## src/rtl/instr_encoder.sv

```systemverilog
// RV32I field-set to instruction-word encoder that streams encoded words into
// instruction memory at an auto-incrementing write pointer.
//
// state    | meaning
// ---------+-----------------------------------------------------------
// ST_IDLE  | ready for a field set or a pointer load; ack is ignored
// ST_WRITE | encoded word held on mem_data_w_o until mem_ack_w_i_h
module instr_encoder (
   input  logic        clk_w_i,
   input  logic        rst_w_i_l,
   input  logic        req_valid_w_i_h,
   output logic        req_ready_w_o_h,
   input  logic [6:0]  opcode_w_i,
   input  logic [4:0]  rd_w_i,
   input  logic [4:0]  rs1_w_i,
   input  logic [4:0]  rs2_w_i,
   input  logic [2:0]  funct3_w_i,
   input  logic [6:0]  funct7_w_i,
   input  logic [31:0] imm_w_i,
   input  logic        load_addr_w_i_h,
   input  logic [31:0] base_addr_w_i,
   output logic        mem_wr_w_o_h,
   output logic [31:0] mem_addr_w_o,
   output logic [31:0] mem_data_w_o,
   input  logic        mem_ack_w_i_h,
   output logic        err_w_o_h,
   input  logic        err_clr_w_i_h,
   output logic [15:0] count_w_o
);

   localparam logic [6:0] OP_R    = 7'b0110011;
   localparam logic [6:0] OP_IMM  = 7'b0010011;
   localparam logic [6:0] OP_LOAD = 7'b0000011;
   localparam logic [6:0] OP_JALR = 7'b1100111;
   localparam logic [6:0] OP_S    = 7'b0100011;
   localparam logic [6:0] OP_B    = 7'b1100011;
   localparam logic [6:0] OP_LUI  = 7'b0110111;
   localparam logic [6:0] OP_AUI  = 7'b0010111;
   localparam logic [6:0] OP_JAL  = 7'b1101111;

   typedef enum logic {
      ST_IDLE  = 1'b0,
      ST_WRITE = 1'b1
   } state_t;

   state_t      state_q, state_d;
   logic [31:0] ptr_q, ptr_d;
   logic [31:0] data_q, data_d;
   logic        err_q, err_d;
   logic [15:0] cnt_q, cnt_d;

   logic [31:0] enc_word;
   logic        op_legal;
   logic        ready;
   logic        set_err;

   always_comb begin
      enc_word = '0;
      op_legal = 1'b1;
      case (opcode_w_i)
         OP_R:
            enc_word = {funct7_w_i, rs2_w_i, rs1_w_i, funct3_w_i, rd_w_i, opcode_w_i};
         OP_IMM, OP_LOAD, OP_JALR:
            enc_word = {imm_w_i[11:0], rs1_w_i, funct3_w_i, rd_w_i, opcode_w_i};
         OP_S:
            enc_word = {imm_w_i[11:5], rs2_w_i, rs1_w_i, funct3_w_i, imm_w_i[4:0], opcode_w_i};
         OP_B:
            enc_word = {imm_w_i[12], imm_w_i[10:5], rs2_w_i, rs1_w_i, funct3_w_i,
                        imm_w_i[4:1], imm_w_i[11], opcode_w_i};
         OP_LUI, OP_AUI:
            enc_word = {imm_w_i[31:12], rd_w_i, opcode_w_i};
         OP_JAL:
            enc_word = {imm_w_i[20], imm_w_i[10:1], imm_w_i[11], imm_w_i[19:12],
                        rd_w_i, opcode_w_i};
         default:
            op_legal = 1'b0;
      endcase
   end

   always_comb begin
      state_d      = state_q;
      ptr_d        = ptr_q;
      data_d       = data_q;
      cnt_d        = cnt_q;
      ready        = 1'b0;
      set_err      = 1'b0;
      mem_wr_w_o_h = 1'b0;
      case (state_q)
         ST_IDLE: begin
            ready = ~load_addr_w_i_h;
            if (load_addr_w_i_h) begin
               ptr_d = base_addr_w_i;
            end else if (req_valid_w_i_h) begin
               if (op_legal) begin
                  data_d  = enc_word;
                  state_d = ST_WRITE;
               end else begin
                  set_err = 1'b1;
               end
            end
         end
         ST_WRITE: begin
            mem_wr_w_o_h = 1'b1;
            if (mem_ack_w_i_h) begin
               state_d = ST_IDLE;
               ptr_d   = ptr_q + 32'd4;
               if (cnt_q != 16'hFFFF) begin
                  cnt_d = cnt_q + 16'd1;
               end
            end
         end
         default: state_d = ST_IDLE;
      endcase
      // a same-cycle illegal acceptance wins over a clear
      if (set_err) begin
         err_d = 1'b1;
      end else if (err_clr_w_i_h) begin
         err_d = 1'b0;
      end else begin
         err_d = err_q;
      end
   end

   always_ff @(posedge clk_w_i or negedge rst_w_i_l) begin
      if (!rst_w_i_l) begin
         state_q <= ST_IDLE;
         ptr_q   <= '0;
         data_q  <= '0;
         err_q   <= 1'b0;
         cnt_q   <= '0;
      end else begin
         state_q <= state_d;
         ptr_q   <= ptr_d;
         data_q  <= data_d;
         err_q   <= err_d;
         cnt_q   <= cnt_d;
      end
   end

   assign req_ready_w_o_h = ready & rst_w_i_l;
   assign mem_addr_w_o    = ptr_q;
   assign mem_data_w_o    = data_q;
   assign err_w_o_h       = err_q;
   assign count_w_o       = cnt_q;

endmodule
```

## config.mk

```make
export PLATFORM = sky130hd
export DESIGN_NAME = instr_encoder
export DESIGN_NICKNAME = d
export VERILOG_FILES = /design/src/rtl/instr_encoder.sv
export SDC_FILE = /design/constraint.sdc
export NUM_CORES = 1
export LEC_CHECK = 0
export ABC_AREA = 1
export CAP_MARGIN = 10
export CORE_MARGIN = 5
export CORE_UTILIZATION = 24
export CTS_BUF_LIST = sky130_fd_sc_hd__clkbuf_8 sky130_fd_sc_hd__clkbuf_16
export CTS_CLUSTER_SIZE = 12
export DETAILED_ROUTE_END_ITERATION = 16
export GPL_TIMING_DRIVEN = 1
export PLACE_DENSITY_LB_ADDON = 0.1
export SYNTH_ARGS = -nofsm -noshare
export SYNTH_HDL_FRONTEND = slang
export SYNTH_SLANG_ARGS = --single-unit
```

## constraint.sdc

```tcl
create_clock -name clk_w_i -period 1.7 [get_ports clk_w_i]
set_clock_uncertainty 0.1 [all_clocks]
set_input_delay 0.255 -clock clk_w_i [delete_from_list [all_inputs] [get_ports clk_w_i]]
set_output_delay 0.255 -clock clk_w_i [all_outputs]
set_load 0.02 [all_outputs]
```

# Word level (Yosys, flattened, before mapping)

Cells that the tools add are included.

Memory bits (writable): 0
Bits of input ports: 102
Bits in latches: 0
Word-level logic and storage cells: 47
Flip-flop bits (word level): 82
Bits in read-only memories: 0
Output and inout bits: 83
Memories kept: 0

Reduce and logical (&&, ||, !) cells: 7
Equality and inequality tests: 12
Shift-type cells: 0
Bitwise operators: 3
Order comparisons: 0
Add/subtract/negate cells: 2
$mul: 0
Divide/modulo/power cells: 0
Muxes and demuxes: 18

Operators with widths:

| cell                                                 | count |
|---|---|
| one-hot mux 32 bit (6 select lines)                  | 1 |
| 2-to-1 mux 32 bit                                    | 2 |
| one-hot mux 32 bit (2 select lines)                  | 1 |
| adder 32 x 3 -> 32 bit (second input constant)       | 1 |
| equality test 7 x 6 -> 1 bit (second input constant) | 3 |
| equality test 7 bit (second input constant)          | 3 |
| adder 16 x 1 -> 16 bit (second input constant)       | 1 |
| inequality test 16 bit (second input constant)       | 1 |
| equality test 7 x 5 -> 1 bit (second input constant) | 2 |
| 2-to-1 mux 1 bit                                     | 13 |
| OR reduction 9 bit                                   | 1 |
| equality test 7 x 2 -> 1 bit (second input constant) | 1 |
| inequality test 2 bit (second input constant)        | 2 |
| AND reduction 4 bit                                  | 1 |
| AND reduction 3 bit                                  | 1 |
| OR reduction 3 bit                                   | 1 |
| NOT 1 bit                                            | 2 |
| one-hot mux 1 bit (2 select lines)                   | 1 |
| AND reduction 2 bit                                  | 1 |
| nonzero test 2 bit                                   | 1 |
| OR reduction 2 bit                                   | 1 |
| AND 1 bit                                            | 1 |

# Longest topological paths before layout

Depth in word-level cells: 8
Depth in mapped cells: 11

# Worst setup path before layout

Ideal clock, no wire load.

Path type: register -> output
Start: register state_q
End: output req_ready_w_o_h
Data arrival time: 1,408 ps
Slack: -63 ps
Path buffers: 2
Cell stages (with the launch flop): 4
Cells stage by stage: dfrtp_1 > buf_2 > buf_1 > nor3b_1

Word-level cells in the longest chain between the ends: 2

Ends and longest elaborated chain:

| what                   | RTL line | source |
|---|---|---|
| start, declared        | 46       | `state_t state_q, state_d;` |
| start signal, assigned | 132      | `state_q <= state_d;` |
| 2-to-1 mux 1 bit       | 88       | `case (state_q)` |
| AND 1 bit              | 140      | `assign req_ready_w_o_h = ready & rst_w_i_l;` |
| end, declared          | 12       | `output logic req_ready_w_o_h,` |

No other way between the ends.

# Worst setup path after layout

Start: register data_q[12] (netlist: mem_data_w_o[12])
End: output mem_data_w_o[12]

RTL lines:

| what                   | RTL line | source |
|---|---|---|
| start, declared        | 48       | `logic [31:0] data_q, data_d;` |
| start signal, assigned | 134      | `data_q <= data_d;` |
| end, declared          | 24       | `output logic [31:0] mem_data_w_o,` |

No word-level cell between the ends.

==> flow_summary.yaml <==
status:
  status: "complete, no violations"
layout:
  layout-drive-gt1-share: 0.144
  nets: 1348
  diodes: 0
  ff_latch_area_sq_um: 2060
  multi_input_area_sq_um: 3570
  syn_to_final_growth_pct: 60.6
  fin_cells: 1572
  fin_util: 0.391
  fill_cells: 2639
global_routing:
  grt_max_degree: 83
  grt_pass1_wl_microns: 37600
  antenna_found_initial: 0
  track_usage: 0.167
  overflow: 0
  grt_pass1_vias: 6970
clocking:
  clk_transition_reported_paths_ns: 0.07
  cts_root_buf: "clkbuf_16"
  insertion_delay_ns: 0.34
  cts_buffers: 9
  h-tree-depth: 3
  cts_sinks: 82
  cts_buffer_depth: 2
  cts_tree: "built"
detailed_routing:
  routed_wl_microns: 24800
  routed_via_density: 4.49
  wire_per_inst_microns: 15.8
  drt_pre_antenna_iters: 5
  via_count: 7052
  drc: 0
  first_iter_violations: 400
  ant_nets: 0
pwr:
  finalPower_mw: 6.56
  p_leak_nw: 5.07
  power_density_nw_per_um2: 690
  ir_worst_vdd_v: 0.000418
synthesis:
  ys.flop_type: "dfrtp_1"
  yosysWarnings: 0
  syn_nets: 1085
  syn_inst: 981
  yosysUniqueCellTypes: 34
  syn_area_sq_um: 5920
  synth_seq_area_share: 0.347
  avgSynthCellArea_sq_um: 6.03
  async_flop_share: 1.00
  synth_edf_count: 0
  ys_ff_latch: 82
timing:
  slew_headroom: 0.669
  drv_slew: 0
  hold_violations: 0
  period_share: 0.976
  setup_violations: 0
  fmax_mhz: 603
  finalCriticalPeriod_ns: 1.66
  worstMarginPinSlew_ns: 0.496
  worst_slack_ns: 0.0416
placed_design:
  place_hpwl_microns: 18100
  dpl.cell_count: 1541
  pre_cts_ws_ns: -0.340
  io_buffers: 184
  gp_congestion: 0.828
die:
  io_pins: 185
  die_height_microns: 167
  rows: 57
  coreArea_sq_um: 24300
  die-area_sq_um: 27900
  die_w_microns: 167
  initial_core_util: 0.243
worst_setup_path:
  cp_slowest_cell: "clkdlybuf4s50_1"
  crit_required_ns: 1.34
  cp_max_fo: 2
  cp_top_family: "buffers and inverters"
  start_kind: "flip-flop"
  path_buf_inv: 1
  path_cells: "clkdlybuf4s50_1"
  critPathKind: "reg2out"
  cpPeakStageDelay_ns: 0.61
  end_kind: "primary output"
  critPathArrivalTime_ns: 1.30
job:
  drv_cap: 0
hold_path:
  hold_class: "in2reg"
-- layer usage --
layer  part of all wire  GRT usage  vias up  wire length [microns]
met2               0.50      0.289      172                  12400
met3              0.061     0.0453       16                   1510
met1               0.43      0.208     3251                  10700
met4             0.0091     0.0370        0                    225
li1                   -          -     3613                      -
met5                  0          0        -                      0
-- Yosys cell counts, types with 2 or more instances --
library cell / instances / share of area
or2_2: 2 / 0.0021
nor2_1: 126 / 0.080
nand3_2: 2 / 0.0034
xnor2_1: 9 / 0.013
inv_1: 64 / 0.041
xor2_1: 3 / 0.0044
nand3b_1: 4 / 0.0051
inv_2: 3 / 0.0019
o22ai_1: 5 / 0.0053
buf_4: 4 / 0.0051
buf_2: 18 / 0.015
nor2_4: 3 / 0.0057
buf_6: 3 / 0.0057
nand4_1: 3 / 0.0032
nand2_1: 442 / 0.28
nand2_2: 5 / 0.0053
dfrtp_1: 82 / 0.35
o21ai_0: 43 / 0.036
clkbuf_1: 10 / 0.0063
buf_1: 3 / 0.0019
ha_1: 2 / 0.0042
nor2_2: 2 / 0.0021
nand3_1: 113 / 0.096
a21oi_1: 20 / 0.017
-- flip-flops by register name, summed over array words and instances, names as in the netlist --
name	flops
mem_addr_w_o	32
mem_data_w_o	32
count_w_o	16
err_w_o_h	1
state_q	1
-- logic make-up (layout without fill, tap and decap cells) --
group	after synthesis	in the layout	share of synthesized area
compound gates	73	73	0.0649
flops	82	82	0.347
simple gates	706	706	0.489
xor+xnor	12	12	0.0178
fa+ha+maj	2	2	0.00423
buf+inv	106	373	0.0774
-- layout make-up --
cell class | instances | area share
timing repair buffer | 290 | 0.304
inverter | 68 | 0.0272
tap | 324 | 0.0426
clock buffer | 11 | 0.0266
sequential | 82 | 0.217
multi-input combinational | 793 | 0.375
clock inverter | 4 | 0.00790
-- cell usage in the layout, fill, tap and decap left out, types with 7 or more instances in the layout --
master             n
a21oi_1           20
buf_12            11
buf_4             81
buf_6              7
clkbuf_16         16
clkdlybuf4s50_1  102
dfrtp_1           74
dfrtp_2            8
dlygate4sd2_1     64
dlymetal6s2s_1    16
inv_1             61
nand2_1          432
nand2_2           11
nand3_1          112
nor2_1           112
nor2_2            12
nor2_4             7
o21ai_0           40
xnor2_1            9
-- repair_timing --
action	in CTS	in global routing
pin swaps	0	13
setup buffers	0	7
cloned	0	8
hold buffers	1	0
hold endpoints to repair	82	0
resized for setup	68	70
setup endpoints to repair	66	84
-- final timing paths --
kind	depth (start not counted)	from	slack [ns]	to
worst max-delay path	1	mem_data_w_o[12]	0.04	mem_data_w_o[12]
worst min-delay path	6	opcode_w_i[6]	0.33	mem_data_w_o[4]
worst max register to register	8	state_q	0.08	mem_data_w_o[20]
worst min register to register	2	mem_data_w_o[30]	0.37	mem_data_w_o[30]
max in group asynchronous	3	rst_w_i_l	0.65	mem_data_w_o[28]
min in group asynchronous	3	rst_w_i_l	0.46	count_w_o[8]
-- metrics by stage --
step | cell area (sq um) | TNS, ns | hold slack, ns
floorplan | 5930 | 0 | -0.141
global placement | 8790 | -14.79 | 0.268
detailed placement | 8790 | -16.22 | 0.273
CTS | 9050 | 0 | 0.336
global route | 9510 | -0.123 | 0.348
finish | 9510 | 0 | 0.331
-- power by group --
part	leakage, nW	switching (mW)	internal (mW)
clock	0.154	0.867	1.36
sequential	1.05	0.252	2.16
combinational	3.86	1.03	0.885
total	5.07	2.15	4.41
Note: power is estimated with default switching activity, not from simulation.
